### src/rtl/risc_pkg.sv
// Shared types for the unified-memory port arbiter: FSM states and grant sources.
package risc_pkg;

    typedef enum logic {
        ARB_IDLE,
        ARB_BUSY
    } arb_state_t;

    typedef enum logic [1:0] {
        GNT_NONE,
        GNT_IF,
        GNT_D
    } gnt_src_t;

endpackage

### src/rtl/mem_arb_prio.sv
// Combinational priority pick between fetch and data: data wins unless fetch
// has lost STARVE_LIMIT arbitrations in a row.
module mem_arb_prio
    import risc_pkg::*;
#(
    parameter int STARVE_LIMIT = 4,
    parameter int STARVE_W     = $clog2(STARVE_LIMIT + 1)
) (
    input  logic                if_req,
    input  logic                d_req,
    input  logic [STARVE_W-1:0] starve_cnt,
    output logic [1:0]          gnt
);

    logic starved;

    assign starved = (starve_cnt == STARVE_W'(STARVE_LIMIT));

    always_comb begin
        gnt = GNT_NONE;
        if (if_req && (!d_req || starved)) begin
            gnt = GNT_IF;
        end else if (d_req) begin
            gnt = GNT_D;
        end
    end

endmodule

### src/rtl/mem_port_arbiter.sv
// Shares one single-port synchronous memory between instruction fetch and
// data load/store, one transaction at a time, waiting out the memory latency.
module mem_port_arbiter
    import risc_pkg::*;
#(
    parameter int ADDR_WIDTH   = 8,
    parameter int DATA_WIDTH   = 32,
    parameter int MEM_LATENCY  = 1,
    parameter int STARVE_LIMIT = 4
) (
    input  logic                  clk,
    input  logic                  reset,
    input  logic                  if_req,
    input  logic [ADDR_WIDTH-1:0] if_addr,
    output logic                  if_ready,
    output logic                  if_rvalid,
    output logic [DATA_WIDTH-1:0] if_rdata,
    input  logic                  d_req,
    input  logic                  d_we,
    input  logic [ADDR_WIDTH-1:0] d_addr,
    input  logic [DATA_WIDTH-1:0] d_wdata,
    output logic                  d_ready,
    output logic                  d_rvalid,
    output logic [DATA_WIDTH-1:0] d_rdata,
    output logic                  mem_read,
    output logic                  mem_write,
    output logic [ADDR_WIDTH-1:0] mem_addr,
    output logic [DATA_WIDTH-1:0] mem_wdata,
    input  logic [DATA_WIDTH-1:0] mem_rdata
);

    localparam int STARVE_W = $clog2(STARVE_LIMIT + 1);
    localparam int LAT_W    = $clog2(MEM_LATENCY + 1);

    arb_state_t          state;
    gnt_src_t            owner;
    gnt_src_t            gnt;
    logic                is_write;
    logic [LAT_W-1:0]    lat_cnt;
    logic [STARVE_W-1:0] starve_cnt;
    logic [1:0]          pick;

    mem_arb_prio #(
        .STARVE_LIMIT(STARVE_LIMIT),
        .STARVE_W    (STARVE_W)
    ) u_prio (
        .if_req    (if_req),
        .d_req     (d_req),
        .starve_cnt(starve_cnt),
        .gnt       (pick)
    );

    // Grants are gated by reset so nothing is offered while reset is held.
    always_comb begin
        gnt = GNT_NONE;
        if (state == ARB_IDLE && !reset) begin
            gnt = gnt_src_t'(pick);
        end
    end

    assign if_ready = (gnt == GNT_IF);
    assign d_ready  = (gnt == GNT_D);

    always_comb begin
        mem_read  = 1'b0;
        mem_write = 1'b0;
        mem_addr  = '0;
        mem_wdata = '0;
        case (gnt)
            GNT_IF: begin
                mem_read = 1'b1;
                mem_addr = if_addr;
            end
            GNT_D: begin
                mem_addr = d_addr;
                if (d_we) begin
                    mem_write = 1'b1;
                    mem_wdata = d_wdata;
                end else begin
                    mem_read = 1'b1;
                end
            end
            default: ;
        endcase
    end

    always_ff @(posedge clk or posedge reset) begin
        if (reset) begin
            state      <= ARB_IDLE;
            owner      <= GNT_NONE;
            is_write   <= 1'b0;
            lat_cnt    <= '0;
            starve_cnt <= '0;
            if_rvalid  <= 1'b0;
            d_rvalid   <= 1'b0;
            if_rdata   <= '0;
            d_rdata    <= '0;
        end else begin
            if_rvalid <= 1'b0;
            d_rvalid  <= 1'b0;
            case (state)
                ARB_IDLE: begin
                    if (gnt != GNT_NONE) begin
                        state    <= ARB_BUSY;
                        owner    <= gnt;
                        is_write <= (gnt == GNT_D) && d_we;
                        lat_cnt  <= LAT_W'(MEM_LATENCY);
                        if (gnt == GNT_IF) begin
                            starve_cnt <= '0;
                        end else if (if_req && starve_cnt != STARVE_W'(STARVE_LIMIT)) begin
                            starve_cnt <= starve_cnt + 1'b1;
                        end
                    end
                end
                ARB_BUSY: begin
                    lat_cnt <= lat_cnt - 1'b1;
                    // Memory data is valid during the cycle the counter reads 1.
                    if (lat_cnt == LAT_W'(1)) begin
                        state <= ARB_IDLE;
                        owner <= GNT_NONE;
                        if (owner == GNT_IF) begin
                            if_rdata  <= mem_rdata;
                            if_rvalid <= 1'b1;
                        end else begin
                            d_rvalid <= 1'b1;
                            if (!is_write) begin
                                d_rdata <= mem_rdata;
                            end
                        end
                    end
                end
                default: state <= ARB_IDLE;
            endcase
        end
    end

endmodule
### config.mk
export PLATFORM = sky130hd
export DESIGN_NAME = mem_port_arbiter
export DESIGN_NICKNAME = d
export VERILOG_FILES = /design/src/rtl/risc_pkg.sv /design/src/rtl/mem_arb_prio.sv /design/src/rtl/mem_port_arbiter.sv
export SDC_FILE = /design/constraint.sdc
export NUM_CORES = 1
export LEC_CHECK = 0
export CORE_UTILIZATION = 35
export CTS_BUF_LIST = sky130_fd_sc_hd__clkbuf_4
export DETAILED_ROUTE_END_ITERATION = 7
export GPL_TIMING_DRIVEN = 0
export PLACE_DENSITY = 0.78
export SLEW_MARGIN = 20
export SYNTH_ARGS = -nofsm -noshare
export SYNTH_HDL_FRONTEND = slang
export SYNTH_HIERARCHICAL = 1
export SYNTH_SLANG_ARGS = --single-unit
### constraint.sdc
create_clock -name clk -period 2.28 [get_ports clk]
set_input_delay 0.456 -clock clk [delete_from_list [all_inputs] [get_ports clk]]
set_output_delay 0.456 -clock clk [all_outputs]
set_load 0.005 [all_outputs]
# --- After elaboration in Yosys (flattened, before gate mapping) ---
# Index checks and enable logic that the tools add are counted.
word_totals:
  ramBits: 0
  input_bits: 85
  output_inout_bits: 110
  mem_bits_ro: 0
  wordCells: 61
  latchBits: 0
  reg_bits: 74
  mem_count: 0
classes:
  bitwise_logic: 3
  mux: 26
  n_div: 0
  addsub: 2
  n_reduce_logical: 14
  eq_ne: 7
  shifts: 0
  magnitude_cmp: 0
  n_mul: 0
ops:
  columns: ["cell", "n"]
  rows:
  - ["2-to-1 mux 32 bit", 2]
  - ["case mux 8 bit (2 select lines)", 1]
  - ["2-to-1 mux 1 bit", 12]
  - ["2-to-1 mux 2 bit", 5]
  - ["2-to-1 mux 3 bit", 2]
  - ["case mux 1 bit (2 select lines)", 3]
  - ["AND reduction 3 bit", 2]
  - ["== test 2 x 1 -> 1 bit (second input constant)", 2]
  - ["logical AND 1 bit", 4]
  - ["!= test 2 x 1 -> 1 bit (second input constant)", 2]
  - ["case mux 2 bit (2 select lines)", 1]
  - ["AND reduction 2 bit", 2]
  - ["AND reduction 4 bit", 1]
  - ["nonzero test 2 bit", 2]
  - ["adder 3 x 1 -> 3 bit (second input constant)", 1]
  - ["== test 3 bit (second input constant)", 1]
  - ["!= test 3 bit (second input constant)", 1]
  - ["inverter 1 bit", 3]
  - ["== test 2 bit (second input constant)", 1]
  - ["zero test 1 bit", 2]
  - ["logical OR 1 bit", 1]
  - ["subtractor 1 bit (second input constant)", 1]

# --- Logic depth before layout (Yosys ltp) ---
depth:
  ltp_word: 8
  ltp_mapped: 8
  mapped_depth_nobuf: 8

# --- Hierarchy ---
# Netlist, hierarchy kept.
modules_own_cells:
  columns: ["mod", "n_inst", "area_each_um2", "seq_area_each_um2", "cells_each"]
  rows:
  - ["mem_port_arbiter", 1, 3278.1, 1851.8, 244]
  - ["mem_arb_prio", 1, 25.0, 0.0, 4]

# --- Worst setup path before layout ---
# OpenSTA, ideal clock, no wires.
synth_timing:
  kind: "reg2out"
  startpoint: "register starve_cnt[1]"
  endpoint: "output mem_wdata[10]"
  setup_slack_ns: -0.071
  t_required_ns: 1.824
  t_arrival_ns: 1.895
  stages_incl_launch_ff: 9
  path_buffers: 2
  cell_sequence: "dfrtp_1 or3b_1 a21oi_1 and2_1 inv_1 ha_1 clkbuf_1 clkbuf_1 and3_1"
synth_via:
  elab_chain_len: 7
synth_rtl:
  columns: ["item", "line", "rtl"]
  rows:
  - ["start, declared", "mem_port_arbiter.sv:40", "logic [STARVE_W-1:0] starve_cnt;"]
  - ["start signal, assigned", "mem_port_arbiter.sv:111", "starve_cnt <= starve_cnt + 1'b1;"]
  - ["== test 3 bit", "mem_arb_prio.sv:17", "assign starved = (starve_cnt == STARVE_W'(STARVE_LIMIT));"]
  - ["logical OR 1 bit", "mem_arb_prio.sv:21", "if (if_req && (!d_req || starved)) begin"]
  - ["logical AND 1 bit", "mem_arb_prio.sv:21", null]
  - ["2-to-1 mux 2 bit", "mem_arb_prio.sv:21", null]
  - ["net pick[0]", "mem_port_arbiter.sv:41", "logic [1:0] pick;"]
  - ["2-to-1 mux 2 bit", "mem_port_arbiter.sv:56", "if (state == ARB_IDLE && !reset) begin"]
  - ["== test 2 bit", null, null]
  - ["net d_ready", "mem_port_arbiter.sv:22", "output logic d_ready,"]
  - ["2-to-1 mux 32 bit", "mem_port_arbiter.sv:69", "case (gnt)"]
  - ["end, declared", "mem_port_arbiter.sv:28", "output logic [DATA_WIDTH-1:0] mem_wdata,"]
# The timed path passes the listed nets, and every way through them passes these cells.

# --- Worst setup path in the final report ---
layout_timing:
  startpoint: "register starve_cnt[0]"
  endpoint: "output mem_wdata[15]"
layout_via:
  elab_chain_len: 7
layout_rtl:
  columns: ["item", "line"]
  rows:
  - ["== test 3 bit", "mem_arb_prio.sv:17"]
  - ["logical OR 1 bit", "mem_arb_prio.sv:21"]
  - ["logical AND 1 bit", "mem_arb_prio.sv:21"]
  - ["2-to-1 mux 2 bit", "mem_arb_prio.sv:21"]
  - ["net pick[1]", "mem_port_arbiter.sv:41"]
  - ["2-to-1 mux 2 bit", "mem_port_arbiter.sv:56"]
  - ["== test 2 bit", "mem_port_arbiter.sv:69"]
  - ["2-to-1 mux 32 bit", "mem_port_arbiter.sv:69"]
# The timed path passes the listed nets, and every way through them passes these cells.

==> results.py <==
metrics = {
    "yosys": {
        "yosysWarnings": 6,
        "yosysSeqAreaShare_pct": 56.1,
        "syn_avg_cell_area_um2": 13.3,
        "ys_ff_latch": 74,
        "syn_nets": 339,
        "ys_types": 28,
        "synth_area_um2": 3300,
        "syn_inst": 248,
    },
    "placement": {
        "place_worst_setup_slack_ps": -1110,
        "hpwl_um": 7950,
        "place.gp.congestion": 0.856,
        "port_buffers": 194,
    },
    "sta": {
        "tightestPinTransition_ps": 431,
        "hold_viol_final": 0,
        "post-route-min-period_ps": 2840,
        "finalSetupViolCount": 44,
        "fmax_mhz": 352,
        "max-slew-margin-rel_pct": 71.3,
        "fin_ws_ps": -564,
        "finalSetupTns_ps": -20350,
        "rsz0062_at_grt": "true",
        "slew_violations": 0,
        "fin_crit_sh_pct": 125,
        "fin_skew_ps": 16.8,
    },
    "worst_setup_path": {
        "worstReg2RegStart": "starve_cnt[0]$_DFFE_PP0P_",
        "end_kind": "primary output",
        "critPathMaxFanout": 6,
        "critical-path-top-delay-family": "simple AND/OR/NAND/NOR gates",
        "worst-path-buf-inv": 4,
        "path_class": "reg2out",
        "slowest_delay_ps": 410,
        "cp-startpoint": "starve_cnt[0]$_DFFE_PP0P_",
        "crit_chain": "or3b_4 -> o21a_1 -> nand2_2 -> inv_2 -> ha_4 -> clkbuf_16 -> clkbuf_8 -> and3_4 -> buf_6",
        "cp_slowest_cell": "dfrtp_1",
        "start_kind": "register",
        "arrival_ps": 2390,
        "critPathRequiredTime_ps": 1820,
    },
    "drt": {
        "postRouteAntennaNets": 0,
        "vias": 2887,
        "post_drt_wl_per_cell_um": 18.0,
        "via_per_inst": 4.96,
        "dr.pass1.iters": 4,
        "drcViolationCount": 0,
        "drt-initial-drc-count": 52,
        "drt-total-wl_um": 10500,
    },
    "cells_and_area": {
        "area_growth_pct": 79.2,
        "multi_input_area_um2": 1540,
        "regArea_um2": 1850,
        "layout-drive-gt1-share_pct": 40.1,
        "final_nets": 557,
        "final_cell_mix": "clkdlybuf4s50_1 (150), dfrtp_1 (74), mux2_2 (61), buf_6 (23), and3_4 (22)",
        "antenna_cells": 0,
        "fill_cells": 701,
        "mostFrequentLayoutCell": "clkdlybuf4s50_1",
    },
    "global_routing": {
        "grt_max_degree": 31,
        "globalRouteOverflowTotal": 0,
        "grt_usage_pct": 21.7,
        "antenna_found_initial": 0,
        "grt_pass1_wl_um": 15900,
        "grt_pass1_vias": 3156,
    },
    "floorplanning": {
        "floorplan.rows": 35,
        "die_y_um": 99.1,
        "coreArea_um2": 9200,
        "fp.dieW_um": 99.1,
        "start_util_pct": 35.9,
        "fp.dieArea_um2": 9830,
        "io_pins": 195,
    },
    "min_path": {
        "hp-class": "in2async",
    },
    "clocking": {
        "cts.sinks": 74,
        "cts_tree": "done",
        "numCtsBuffers": 9,
        "clkTransAtPathRegs_ps": 120,
        "ctsHoldBuffers": 0,
        "insertion_delay_ps": 410,
        "clockBufferDepth": 2,
        "htreeDepth": 3,
        "root_buffer": "clkbuf_4",
    },
    "power_and_ir_drop": {
        "p_leak_nw": 2.59,
        "vdd_ir_drop_max_mv": 0.363,
        "total_power_mw": 6.27,
        "powerDensity_nw_per_um2": 1060,
    },
    "outcome": {
        "violations": "negative setup slack",
        "status": "complete, but fails checks",
    },
    "job": {
        "drv_cap": 0,
    },
}
-- what timing repair did --
action,4_1_cts,5_1_grt
pin swaps,9,9
resized for setup,221,14
setup buffers,7,3
cloned,2,0
endpoints found under the setup margin,47,49
-- synthesized netlist by cell type, drive strengths merged --
master	instances	area share, %
dfrtp	74	56
mux2	68	23
and3	32	6.1
nor2	12	1.4
inv	10	1.1
a22oi	8	1.8
buf	8	2.4
clkbuf	8	0.91
ha	6	2.3
a21oi	5	0.76
a21boi	2	0.45
and2	2	0.38
nand2	2	0.30
a22o	1	0.27
a31oi	1	0.19
a41o	1	0.30
and2b	1	0.27
and3b	1	0.27
nand3	1	0.30
nor2b	1	0.19
nor3	1	0.49
o21a	1	0.23
o21ai	1	0.15
or3b	1	0.27
-- state kept, by name, summed over array words and instances (netlist names) --
| name | count |
|---|---|
| owner | 2 |
| starve_cnt | 3 |
| d_rdata | 32 |
| if_rvalid | 1 |
| d_rvalid | 1 |
| if_rdata | 32 |
| is_write | 1 |
| state | 1 |
| lat_cnt | 1 |
-- metrics by stage --
step / util [%] / hold slack (ps) / instances / cell area, um2
floorplan: - / 473 / 248 / 3310
global placement: 58.7 / 467 / 553 / 5400
detailed placement: 59.1 / 478 / 555 / 5440
CTS: 63.9 / 409 / 579 / 5880
global route: 64.4 / 471 / 582 / 5920
finish: 64.4 / 460 / 582 / 5920
-- logic make-up (layout without fill, tap and decap cells) --
family	Yosys count	after routing	synth area share, %
muxes	68	68	23.2
AOI/OAI and AO/OA	20	20	4.17
adders and majority gates	6	6	2.27
and+or+nand+nor	54	54	9.89
DFF	74	74	56.1
buffers and inverters	26	249	4.43
-- path summary, 6_finish.rpt --
kind | cells past startpoint | slack [ps] | to
max | 9 | -560 | mem_wdata[15]
min | 2 | 460 | starve_cnt[2]$_DFFE_PP0P_
max reg2reg | 9 | 30 | owner[0]$_DFFE_PP0P_
min reg2reg | 1 | 500 | d_rdata[17]$_DFFE_PP0P_
max in group asynchronous | 4 | 1130 | d_rdata[19]$_DFFE_PP0P_
min in group clk | 1 | 500 | d_rdata[17]$_DFFE_PP0P_
-- power by group --
part	internal [mW]	switching [mW]
clock	0.340	0.437
sequential	1.97	0.326
combinational	2.14	1.06
-- area by class of cell --
type | count | area share [%]
Clock buffer | 10 | 1.27
Timing Repair Buffer | 208 | 34.4
Buffer | 15 | 3.00
Sequential cell | 74 | 31.3
Tap cell | 111 | 2.35
Inverter | 10 | 0.740
Clock inverter | 6 | 0.972
Multi-Input combinational cell | 148 | 26.0
-- routing by layer --
layer  part of all wire [%]  global-route usage (%)
met1                     34                    20.6
met2                     53                    40.6
met3                    6.7                    5.69
met4                    6.4                    15.0
met5                      0                       0
Note: power is estimated with default switching activity, not from simulation.
